===== src/rtl/mac_stream_accum_if.sv =====
// mac_stream_accum_if: operand-beat and result handshake bundle for the frame MAC.
// The slave modport faces the accumulator; the master modport faces producer and consumer.
interface mac_stream_accum_if #(
  parameter int DATA_W = 16,
  parameter int ACC_W  = 40,
  parameter int CNT_W  = 8
);
  logic              in_valid;
  logic              in_ready;
  logic [DATA_W-1:0] a;
  logic [DATA_W-1:0] b;
  logic [CNT_W-1:0]  len;
  logic              out_valid;
  logic              out_ready;
  logic [ACC_W-1:0]  out_acc;
  logic              out_ovf;

  modport slave (
    input  in_valid, a, b, len, out_ready,
    output in_ready, out_valid, out_acc, out_ovf
  );

  modport master (
    output in_valid, a, b, len, out_ready,
    input  in_ready, out_valid, out_acc, out_ovf
  );
endinterface


===== src/rtl/mac_stream_accum.sv =====
// mac_stream_accum: pipelined frame multiply-accumulate with a held, backpressured result register.
// Optional feature macro MAC_SAT_EN: clamp the frame sum at all-ones on overflow instead of wrapping.
module mac_stream_accum #(
  parameter int DATA_W = 16,
  parameter int ACC_W  = 40,
  parameter int CNT_W  = 8
) (
  input  logic              clk,
  input  logic              reset,
  input  logic              clear,
  mac_stream_accum_if.slave bus,
  output logic              busy
);

  if (ACC_W < 2 * DATA_W) begin : g_acc_w_check
    $error("mac_stream_accum: ACC_W must be at least 2*DATA_W");
  end

  typedef enum logic {
    IDLE  = 1'b0,
    ACCUM = 1'b1
  } state_e;

  state_e              state_q;
  logic [CNT_W-1:0]    cnt_q;
  logic [CNT_W-1:0]    len_q;

  logic                s1_valid_q;
  logic                s1_first_q;
  logic                s1_last_q;
  logic [ACC_W-1:0]    s1_prod_q;

  logic [ACC_W-1:0]    acc_q;
  logic                ovf_q;

  logic                pend_q;
  logic [ACC_W-1:0]    fin_acc_q;
  logic                fin_ovf_q;

  logic                out_valid_q;
  logic [ACC_W-1:0]    out_acc_q;
  logic                out_ovf_q;

  logic                stall;
  logic                in_ready;
  logic                accept;
  logic [CNT_W-1:0]    len_eff;
  logic [CNT_W-1:0]    cnt_inc;
  logic                first_d;
  logic                last_d;
  logic [2*DATA_W-1:0] mult;
  logic [ACC_W-1:0]    prod;
  logic [ACC_W-1:0]    base;
  logic [ACC_W:0]      sum;
  logic [ACC_W-1:0]    acc_d;
  logic                ovf_d;

  assign stall    = out_valid_q & ~bus.out_ready;
  assign in_ready = ~stall & ~clear & ~reset;
  assign accept   = bus.in_valid & in_ready;

  assign len_eff  = (bus.len == '0) ? CNT_W'(1) : bus.len;
  assign cnt_inc  = cnt_q + CNT_W'(1);
  assign mult     = (2*DATA_W)'(bus.a) * (2*DATA_W)'(bus.b);
  assign prod     = ACC_W'(mult);

  // A beat opening a frame takes its length from the bus; later beats compare against the latched one.
  always_comb begin
    first_d = 1'b0;
    last_d  = 1'b0;
    unique case (state_q)
      IDLE: begin
        first_d = 1'b1;
        last_d  = (len_eff == CNT_W'(1));
      end
      ACCUM: begin
        last_d  = (cnt_inc == len_q);
      end
      default: begin
        first_d = 1'b0;
        last_d  = 1'b0;
      end
    endcase
  end

  // The first beat of a frame ignores the stale sum and overflow flag so frames can run back to back.
  always_comb begin
    base  = s1_first_q ? '0 : acc_q;
    sum   = {1'b0, base} + {1'b0, s1_prod_q};
    ovf_d = sum[ACC_W] | (~s1_first_q & ovf_q);
`ifdef MAC_SAT_EN
    acc_d = ovf_d ? '1 : sum[ACC_W-1:0];
`else
    acc_d = sum[ACC_W-1:0];
`endif
  end

  always_ff @(posedge clk) begin
    if (reset || clear) begin
      state_q     <= IDLE;
      cnt_q       <= '0;
      len_q       <= '0;
      s1_valid_q  <= 1'b0;
      s1_first_q  <= 1'b0;
      s1_last_q   <= 1'b0;
      s1_prod_q   <= '0;
      acc_q       <= '0;
      ovf_q       <= 1'b0;
      pend_q      <= 1'b0;
      fin_acc_q   <= '0;
      fin_ovf_q   <= 1'b0;
      out_valid_q <= 1'b0;
      out_acc_q   <= '0;
      out_ovf_q   <= 1'b0;
    end else if (!stall) begin
      s1_valid_q <= accept;
      if (accept) begin
        s1_prod_q  <= prod;
        s1_first_q <= first_d;
        s1_last_q  <= last_d;
        if (last_d) begin
          state_q <= IDLE;
          cnt_q   <= '0;
        end else if (state_q == IDLE) begin
          state_q <= ACCUM;
          cnt_q   <= CNT_W'(1);
          len_q   <= len_eff;
        end else begin
          cnt_q   <= cnt_inc;
        end
      end

      // Final sums park in fin_* for one cycle so the accumulator is free for the next frame.
      pend_q <= s1_valid_q & s1_last_q;
      if (s1_valid_q) begin
        if (s1_last_q) begin
          fin_acc_q <= acc_d;
          fin_ovf_q <= ovf_d;
          acc_q     <= '0;
          ovf_q     <= 1'b0;
        end else begin
          acc_q     <= acc_d;
          ovf_q     <= ovf_d;
        end
      end

      out_valid_q <= pend_q;
      if (pend_q) begin
        out_acc_q <= fin_acc_q;
        out_ovf_q <= fin_ovf_q;
      end
    end
  end

  assign bus.in_ready  = in_ready;
  assign bus.out_valid = out_valid_q;
  assign bus.out_acc   = out_acc_q;
  assign bus.out_ovf   = out_ovf_q;
  assign busy          = (state_q == ACCUM) | s1_valid_q | pend_q;

endmodule


===== src/flat_wrapper.sv =====
// flat-port wrapper written by rule: the top's interface ports become plain ports
module mac_stream_accum_flat 
#(
  parameter int DATA_W = 16,
  parameter int ACC_W  = 40,
  parameter int CNT_W  = 8
)
  (clk, reset, clear, busy, bus_in_valid, bus_a, bus_b, bus_len, bus_out_ready, bus_in_ready, bus_out_valid, bus_out_acc, bus_out_ovf);
  mac_stream_accum_if #(.DATA_W(DATA_W), .ACC_W(ACC_W), .CNT_W(CNT_W)) bus_i ();
  input  logic clk;
  input  logic reset;
  input  logic clear;
  output logic busy;
  input wire logic [$bits(bus_i.in_valid)-1:0] bus_in_valid;
  input wire logic [$bits(bus_i.a)-1:0] bus_a;
  input wire logic [$bits(bus_i.b)-1:0] bus_b;
  input wire logic [$bits(bus_i.len)-1:0] bus_len;
  input wire logic [$bits(bus_i.out_ready)-1:0] bus_out_ready;
  output wire logic [$bits(bus_i.in_ready)-1:0] bus_in_ready;
  output wire logic [$bits(bus_i.out_valid)-1:0] bus_out_valid;
  output wire logic [$bits(bus_i.out_acc)-1:0] bus_out_acc;
  output wire logic [$bits(bus_i.out_ovf)-1:0] bus_out_ovf;
  assign bus_i.in_valid = bus_in_valid;
  assign bus_i.a = bus_a;
  assign bus_i.b = bus_b;
  assign bus_i.len = bus_len;
  assign bus_i.out_ready = bus_out_ready;
  assign bus_in_ready = bus_i.in_ready;
  assign bus_out_valid = bus_i.out_valid;
  assign bus_out_acc = bus_i.out_acc;
  assign bus_out_ovf = bus_i.out_ovf;
  mac_stream_accum #(.DATA_W(DATA_W), .ACC_W(ACC_W), .CNT_W(CNT_W)) u_core (.clk(clk), .reset(reset), .clear(clear), .bus(bus_i), .busy(busy));
endmodule

===== config.mk =====
export PLATFORM = sky130hd
export DESIGN_NAME = mac_stream_accum_flat
export DESIGN_NICKNAME = d
export VERILOG_FILES = /design/src/rtl/mac_stream_accum_if.sv /design/src/rtl/mac_stream_accum.sv /design/src/flat_wrapper.sv
export SDC_FILE = /design/constraint.sdc
export NUM_CORES = 1
export LEC_CHECK = 0
export BUFFER_PORTS_ARGS = -buffer_cell sky130_fd_sc_hd__buf_2
export CAP_MARGIN = 10
export CORE_ASPECT_RATIO = 0.7
export CORE_MARGIN = 5
export CORE_UTILIZATION = 64
export DETAILED_ROUTE_END_ITERATION = 6
export PLACE_DENSITY = 0.83
export SLEW_MARGIN = 20
export SYNTH_ARGS = -nofsm -noshare
export SYNTH_HDL_FRONTEND = slang
export SYNTH_SLANG_ARGS = --single-unit

===== constraint.sdc =====
create_clock -name clk -period 8.3 [get_ports clk]
set_input_delay 1.66 -clock clk [delete_from_list [all_inputs] [get_ports clk]]
set_output_delay 1.66 -clock clk [all_outputs]
set_load 0.05 [all_outputs]

==> out/results.ini <==
[worst_hold_path]
worstHoldPathType=register to register
hold_path_startpoint=u_core.bus.out_acc[25]

[floorplan]
io_pins=89
die_w_um=204
start_util_pct=65.3
design.core.area_um2=25700
die_area_um2=29700
rows=49
dieHeight_um=146

[synth]
ys_warn_count=0
synth_area_per_cell_um2=8.41
synthFlopType=dfxtp_1
synth_seq_cells=177
yosysTopAreaCellShare_pct=23.2
synth_top_family_by_area=adder cells
synth_edf_count=0
syn-num-nets=2375
synth_compound_area_share_pct=14.2
yosysTopAreaCell=fa_1
synth_fa_ha_area_share_pct=33.4
synth_area_um2=16800
synthMuxAreaShare_pct=0.417
syn_inst=1998
synth_simple_gate_area_share_pct=19.1
yosysSeqAreaShare_pct=21.1
synth_area_leaders=fa_1 23%, dfxtp_1 21%, ha_1 10%
synthXorXnorAreaFrac_pct=3.91
ys_types=68
async_flop_share_pct=0

[timing]
post-route-min-period_ps=7370
min_period_over_period_pct=88.8
rsz0062_at_grt=false
slew_viol_final=0
tns_ps=0
fmax_mhz=136
relSlewSlack_pct=28.2
whs_ps=451
setup_violations=0
finClkSkew_ps=7.37
finalHoldViolCount=0
tightest_slew_ps=1070

[cts]
postCtsSetupBuffers=0
clockRootBuffer=clkbuf_16
cts_num_sinks=177
cts_tree=yes
postCtsResizedCells=0
cts.path.max_buffers=2
cts_buffers=17
clock_latency_ps=430
cts_hold_buf=0
cts.htree.levels=4
cts.clk_slew.worst_paths_ps=70

[setup_path]
crit_path_max_fanout=16
reg2reg_setup_slack_ps=4530
cp-end-kind=register
crit_arrival_ps=7640
worstSetupPathType=input port to register
cp_data_required_time_ps=8570
worstSetupStartpointType=input port
crit_path_start=bus_a[9]
r2r_start=u_core.s1_first_q

[run]
cap_violations=0

[final_layout]
drive_above_1_share_pct=7.54
n_fill_cell=1999
instances_no_fill=2361
antenna_cells=0
synthToLayoutAreaGrowth_pct=6.67
fin_nets=2394

[placed_design]
gp_congestion=0.904
portBuffers=88
place_hpwl_mm=30.9
dp_cells=2329

[pwr]
peakVddDrop_mv=0.540
powerDensity_nw_per_um2=335
leakage_nw=8.32

[routing]
wl_met1_mm=17.4
viasPerCell=5.85
top_layer_used=met4
dr_wl_met3_mm=3.00
drtAntennaViolNets=0
wl_per_cell_um=17.0
firstDrtPassIters=6
wl_mm=40.0
drtIter0Drc=1014
vias=13800
dr_wl_met2_mm=18.8
route.detailed.drc=0

[global_routing]
overflow=0
first_global_vias=14300
grt_max_degree=97
grt_pass1_wl_mm=67.9
antenna_found_initial=0
grtUsageTotal_pct=27.4

[run_status]
status=finished clean

==> registers in the layout (all words and copies together), names as in the netlist <==
register,count
u_core.state_q,1
u_core.bus.out_acc,40
u_core.bus.out_valid,1
u_core.s1_valid_q,1
u_core.fin_ovf_q,1
u_core.cnt_q,8
u_core.len_q,8
u_core.fin_acc_q,40
u_core.bus.out_ovf,1
u_core.s1_first_q,1
u_core.s1_last_q,1
u_core.pend_q,1
u_core.ovf_q,1
u_core.acc_q,40
u_core.s1_prod_q,32
==> Yosys cell counts (3+ instances only) <==
cell,instances
a2111oi_0,3
or2_2,4
a31oi_1,7
nor3_1,17
a22o_1,23
o21ai_1,10
a21o_1,24
a32oi_1,3
o21a_1,11
o21ai_0,60
a22oi_1,18
and3_1,6
o21bai_1,13
a211oi_1,12
a311oi_1,5
nor3b_1,4
o311ai_1,3
dfxtp_1,177
nor2_1,87
nand3_1,46
o211ai_1,5
mux2i_1,7
and2_1,116
inv_1,254
clkbuf_1,88
a21oi_1,136
or3_1,5
a21boi_0,4
buf_1,6
xor2_1,27
o31ai_1,6
nand4_1,7
nand2b_1,18
fa_1,195
xnor2_1,48
nor2b_1,39
ha_1,137
nand2_1,330
==> cell families (layout without fill, tap and decap cells) <==
logic type | Yosys count | after routing
AO/OA/AOI/OAI | 368 | 368
XOR/XNOR | 75 | 75
adder cells (fa/ha/maj) | 332 | 332
buffers and inverters | 351 | 383
flip-flops | 177 | 177
multiplexers | 7 | 7
AND/OR/NAND/NOR | 688 | 688
==> final timing paths <==
check	cells after the start	end
worst min-delay path	2	u_core.bus.out_acc[25]
worst max-delay path	21	u_core.s1_prod_q[31]
worst min register to register	2	u_core.bus.out_acc[25]
worst max register to register	13	u_core.fin_acc_q[34]
==> critical path, stage by stage <==
cell and delay, ps:
buf_2 310, nand2_1 150, fa_1 540, fa_1 550
fa_1 520, inv_1 50, ha_1 280, fa_1 490
inv_1 50, fa_1 480, inv_1 40, ha_1 330
a2111oi_0 510, o21a_1 210, a21oi_2 70, a2111oi_4 510
o21bai_1 200, o21ai_2 290, o311ai_1 170, xnor2_1 160
o21ai_1 70
==> power breakdown <==
group / leakage [nW] / internal [mW] / total, mW / switching [mW]
logic: 6.64 / 1.83 / 4.34 / 2.51
registers: 1.43 / 0.888 / 0.908 / 0.0200
clock network: 0.251 / 0.421 / 0.763 / 0.342
total: 8.32 / 3.14 / 6.01 / 2.87
==> per-stage QoR <==
step                      instance area [um^2]  power [mW]  setup WS (ps)  utilization (%)
after detailed placement                 17400        5.19            596             67.5
after CTS                                17900        6.00           1020             69.6
after floorplan                          16800        4.26           1240                -
after global placement                   17400        5.09            790             67.5
after global routing                     17900        6.66            764             69.6
final                                    17900        6.01            931             69.6
==> routing by layer <==
layer	vias up	track usage, %
li1	6502	-
met1	6703	37.6
met2	509	45.0
met3	88	5.35
met4	0	6.84
met5	-	0
==> cells in the final DEF, fill, tap and decap left out, types with 9 or more instances in the layout <==
cell / Yosys / final
a211oi_1: 12 / 12
a21o_1: 24 / 24
a21oi_1: 136 / 135
a22o_1: 23 / 23
a22oi_1: 18 / 18
and2_1: 116 / 116
buf_2: 2 / 88
buf_4: 0 / 9
clkbuf_16: 0 / 17
dfxtp_1: 177 / 177
fa_1: 195 / 195
ha_1: 137 / 137
inv_1: 254 / 254
nand2_1: 330 / 329
nand2b_1: 18 / 18
nand3_1: 46 / 46
nor2_1: 87 / 86
nor2b_1: 39 / 39
nor3_1: 17 / 16
o21a_1: 11 / 11
o21ai_0: 60 / 60
o21ai_1: 10 / 10
o21bai_1: 13 / 13
xnor2_1: 48 / 48
xor2_1: 27 / 27
==> area by class of cell <==
| type | instances | area (um^2) | area share, % |
|---|---|---|---|
| tap | 331 | 414 | 2.31 |
| clock inverter | 12 | 110 | 0.614 |
| multi-input combinational | 1470 | 12000 | 66.7 |
| clock buffer | 20 | 447 | 2.49 |
| timing repair buffer | 97 | 508 | 2.83 |
| sequential | 177 | 3540 | 19.8 |
| inverter | 254 | 953 | 5.32 |
Note: power is estimated with default switching activity, not from simulation.
